===== src/rtl/tick_timer_ctrl.sv =====
// Countdown timer controller with an owned 1 Hz / 10 Hz clock-enable prescaler.
// Define TICK_AUTO_RELOAD_EN to reload from rl at expiry instead of entering DONE.
module tick_timer_ctrl #(
    parameter int CLK_HZ = 50000000,
    parameter int CNT_W  = 14
) (
    input  logic             clk,
    input  logic             rst_n,
    input  logic             tmod,
    input  logic             start,
    input  logic             pause,
    input  logic             clear,
    input  logic             load,
    input  logic [CNT_W-1:0] load_val,
    output logic             ce_tick,
    output logic [CNT_W-1:0] count,
    output logic [1:0]       state,
    output logic             busy,
    output logic             done
);

    localparam int PRE_W = $clog2(CLK_HZ);
    localparam logic [PRE_W-1:0] DIV_SLOW_M1 = PRE_W'(CLK_HZ - 1);
    localparam logic [PRE_W-1:0] DIV_FAST_M1 = PRE_W'(CLK_HZ / 10 - 1);

    typedef enum logic [1:0] {
        ST_IDLE  = 2'd0,
        ST_RUN   = 2'd1,
        ST_PAUSE = 2'd2,
        ST_DONE  = 2'd3
    } state_t;

    state_t           state_q;
    logic [PRE_W-1:0] pre;
    logic [PRE_W-1:0] div_m1;
    logic [CNT_W-1:0] rl;

    assign state = state_q;

    // Greater-or-equal rather than equality so a switch to the faster rate mid-period ticks at once.
    always_comb begin
        div_m1  = tmod ? DIV_FAST_M1 : DIV_SLOW_M1;
        ce_tick = (state_q == ST_RUN) && (pre >= div_m1);
    end

    always_ff @(posedge clk or negedge rst_n) begin
        if (!rst_n) begin
            state_q <= ST_IDLE;
            pre     <= '0;
            count   <= '0;
            rl      <= '0;
            busy    <= 1'b0;
            done    <= 1'b0;
        end else begin
            done <= 1'b0;
            if (clear) begin
                state_q <= ST_IDLE;
                pre     <= '0;
                count   <= '0;
                busy    <= 1'b0;
            end else begin
                case (state_q)
                    ST_IDLE: begin
                        pre <= '0;
                        if (load) begin
                            count <= load_val;
                            rl    <= load_val;
                        end else if (!pause && start && count != '0) begin
                            state_q <= ST_RUN;
                            busy    <= 1'b1;
                        end
                    end

                    ST_RUN: begin
                        pre <= ce_tick ? '0 : pre + 1'b1;
                        if (pause) begin
                            state_q <= ST_PAUSE;
                        end
                        // Expiry is assigned last so it overrides a coincident pause.
                        if (ce_tick) begin
                            if (count == CNT_W'(1)) begin
                                done <= 1'b1;
`ifdef TICK_AUTO_RELOAD_EN
                                count <= rl;
`else
                                count   <= '0;
                                state_q <= ST_DONE;
                                busy    <= 1'b0;
                                pre     <= '0;
`endif
                            end else begin
                                count <= count - 1'b1;
                            end
                        end
                    end

                    ST_PAUSE: begin
                        if (!pause && start) begin
                            state_q <= ST_RUN;
                        end
                    end

                    ST_DONE: begin
                        pre <= '0;
                        if (load) begin
                            count   <= load_val;
                            rl      <= load_val;
                            state_q <= ST_IDLE;
                        end else if (!pause && start && rl != '0) begin
                            count   <= rl;
                            state_q <= ST_RUN;
                            busy    <= 1'b1;
                        end
                    end

                    default: begin
                        state_q <= ST_IDLE;
                        busy    <= 1'b0;
                    end
                endcase
            end
        end
    end

endmodule


===== config.mk =====
export PLATFORM = sky130hd
export DESIGN_NAME = tick_timer_ctrl
export DESIGN_NICKNAME = d
export VERILOG_FILES = /design/src/rtl/tick_timer_ctrl.sv
export SDC_FILE = /design/constraint.sdc
export NUM_CORES = 1
export LEC_CHECK = 0
export ABC_CLOCK_PERIOD_IN_PS = 3300
export CAP_MARGIN = 30
export CORE_MARGIN = 2
export CORE_UTILIZATION = 50
export DETAILED_ROUTE_END_ITERATION = 8
export DONT_BUFFER_PORTS = 1
export SYNTH_ARGS = -nofsm -noshare
export SYNTH_HDL_FRONTEND = slang
export SYNTH_SLANG_ARGS = --single-unit

===== constraint.sdc =====
create_clock -name clk -period 3.3 [get_ports clk]
set_input_delay 0.825 -clock clk [delete_from_list [all_inputs] [get_ports clk]]
set_output_delay 0.825 -clock clk [all_outputs]
set_load 0.005 [all_outputs]

==> flow_summary.toml <==
[synthesis]
ys_warn_count = 0
synth_adder_area_share_pct = 6.51
synthFlopType = "dfrtp_1"
synthArstFlopShare_pct = 100
synth_cells = 419
synth_edf_count = 0
syn_nets = 460
synth_compound_area_share_pct = 21.7
synth-seq-area-share_pct = 37.7
synthMuxAreaShare_pct = 9.50
synth_cell_types = 55
yosys.area_share.simple_pct = 20.8
synth_area_per_cell_um2 = 9.18
synth_top_family_by_area = "compound AO/OA/AOI/OAI gates"
synth_xor_area_share_pct = 0.228
ys_ff_latch = 58
syn-cell-area_um2 = 3840

[power_and_ir_drop]
sw_frac_of_total_pct = 32.9
vdd_drop_max_mv = 0.314
power_density_nw_per_um2 = 577
p_seq_share_pct = 38.8
combPwrFrac_pct = 26.8
p_total_w = 0.00243
power_frac_clock_pct = 34.4
leakage_nw = 1.81
intPower_w = 0.00163
p_sw_w = 0.000800

[sta]
finalSetupViolCount = 0
fin_skew_ps = 8.15
slew_headroom_pct = 47.9
setup_tns_ps = 0
fin_crit_sh_pct = 92.7
max_freq_ghz = 0.327
slew_viol_final = 0
final_hold_viol_count = 0
rsz0062_at_grt = "false"
min_period_ps = 3060
tightest_slew_ps = 781

[worst_setup_path]
crit_start = "tmod"
ff2ff_setup_slack_ps = 500
startpoint_type = "primary input"
timing.rr.start = "pre[17]"
critPathArrivalTime_ps = 2230
critPathRequiredTime_ps = 2470
cpPeakStageDelay_ps = 320
cp_max_fo = 10
crit_slowest_cell = "ha_1"
cp_cell_sequence = "inv_1 -> ha_1 -> a211oi_1 -> nor3_1 -> nor4_1 -> a211o_1 -> a21boi_2"
reg2reg_depth = 8
worstReg2RegEnd = "count[11]"
endpoint_kind = "primary output"
crit_type = "primary input to primary output"

[global_route]
antenna_found_initial = 0
grt_pass1_vias = 3151
grt_max_degree = 59
gr-usage-all-layers_pct = 25.4
grt_pass1_wl_mm = 16.8
gr-total-overflow = 0

[floorplanning]
placementRows = 31
io_pins = 40
die_w_um = 91.7
fp.dieArea_um2 = 8410
core_area_um2 = 7330
fp.dieH_um = 91.7
start_util_pct = 52.4

[drt]
via_per_inst = 6.41
dr.pass1.iters = 5
wl_per_cell_um = 19.1
vias = 3366
drtIter0Drc = 263
wirelength_mm = 10.1
drc = 0
drt.antenna.violating_nets = 0

[hold_path]
min_path_type = "primary input to async pin"

[clock_tree]
cts_buffers = 9
cts_setup_buffers = 0
hold_buffers = 0
cts_tree = "done"
clock_latency_ps = 340
cts_num_sinks = 58
cts.clk_slew.worst_paths_ps = 70
cts-root-buf = "clkbuf_8"
clockBufferDepth = 2
cts_max_level = 3
cts-resized-gates = 0

[cells_and_area]
drive_gt1_share_pct = 14.8
area_growth_pct = 9.73
antenna_cells = 0
nets = 462

[place]
io_buffers = 0
hpwl_mm = 7.19
gp_congestion = 0.878

[outcome]
status = "finished, final reports clean"

[job]
maxCapViolCount = 0
## layout make-up
cell class / instances / area [um2]
well taps: 99 / 124
inverters: 15 / 56.3
repair buffers: 10 / 75.1
clock buffers: 11 / 151
fillers: 651 / 3110
flip-flops and latches: 58 / 1450
multi-input cells: 327 / 2260
clock inverters: 5 / 100
## synthesized netlist by cell type, types with 7 or more instances
cell type	instances	area [um2]
dfrtp_1	58	1450
nand2_1	34	128
nor2_1	33	124
o21ai_0	30	150
mux2_2	28	315
nand3_1	22	110
ha_1	20	250
a21oi_1	15	75.1
clkbuf_1	15	56.3
inv_1	14	52.6
nor3_1	12	60.1
nor4_1	9	56.3
a31oi_1	8	50.1
a21o_1	7	52.6
## state kept, by name (all words and copies together), names as in the netlist
| name | cells |
|---|---|
| done | 1 |
| rl | 14 |
| state | 2 |
| pre | 26 |
| busy | 1 |
| count | 14 |
## cell usage in the layout (no fill, tap or decap), types with 4 or more instances in the layout
master,n
a21o_1,7
a21oi_1,15
a22o_1,6
a22oi_1,4
a31oi_1,8
a41o_1,6
and3_1,6
buf_4,10
clkbuf_8,11
dfrtp_1,58
ha_1,20
inv_1,14
mux2_2,28
mux2i_1,5
nand2_1,34
nand3_1,22
nand3b_1,4
nand4_1,6
nand4b_1,6
nor2_1,33
nor3_1,12
nor3b_1,5
nor4_1,9
o21a_1,4
o21ai_0,30
o22ai_1,4
o2bb2ai_1,6
o31ai_1,6
## through the flow
stage	instance area, um2	setup WS (ps)	cells	hold slack [ps]	util [%]
floorplan	3840	272	419	488	-
global placement	3970	278	509	510	54.1
detailed placement	3970	182	509	522	54.1
CTS	4220	223	525	155	57.6
global route	4220	98.3	525	150	57.6
finish	4220	241	525	172	57.6
## per-layer routing
layer,up-vias,wire (um),track usage [%]
li1,1602,-,-
met1,1642,5110,39.7
met2,115,4200,34.5
met3,7,647,4.68
met4,0,100,9.08
met5,-,0,0
## worst max-delay path, delay by kind of cell
family                     cells  cell delay (ps)
buffers and inverters          1               70
AOI/OAI and AO/OA              3              670
adders and majority gates      1              320
and+or+nand+nor                2              340
## power groups by stage
| stage | clock (W) | combinational, W | sequential (W) |
|---|---|---|---|
| after floorplan | 0 | 0.000505 | 0.000921 |
| after global placement | 0 | 0.000632 | 0.000954 |
| after detailed placement | 0 | 0.000638 | 0.000958 |
| after CTS | 0.000853 | 0.000643 | 0.000945 |
| after global routing | 0.000888 | 0.000724 | 0.000965 |
| final | 0.000837 | 0.000651 | 0.000945 |
## worst max path at each step
| stage | end | slack, ps |
|---|---|---|
| 3_3_place_gp | ce_tick | 280 |
| 2_1_floorplan | ce_tick | 270 |
| 4_1_cts | ce_tick | 220 |
| 6_report | ce_tick | 240 |
| 5_1_grt | ce_tick | 100 |
| 3_5_place_dp | count[11] | 180 |
## logic make-up (layout without fill, tap and decap cells)
logic type	after synthesis	count (layout)
adders and majority gates	20	20
muxes	33	33
buffers and inverters	34	41
and+or+nand+nor	153	153
DFF	58	58
xor gates and xnor gates	1	1
AOI/OAI and AO/OA	120	120
No activity file was read; power rests on OpenSTA's default activity.
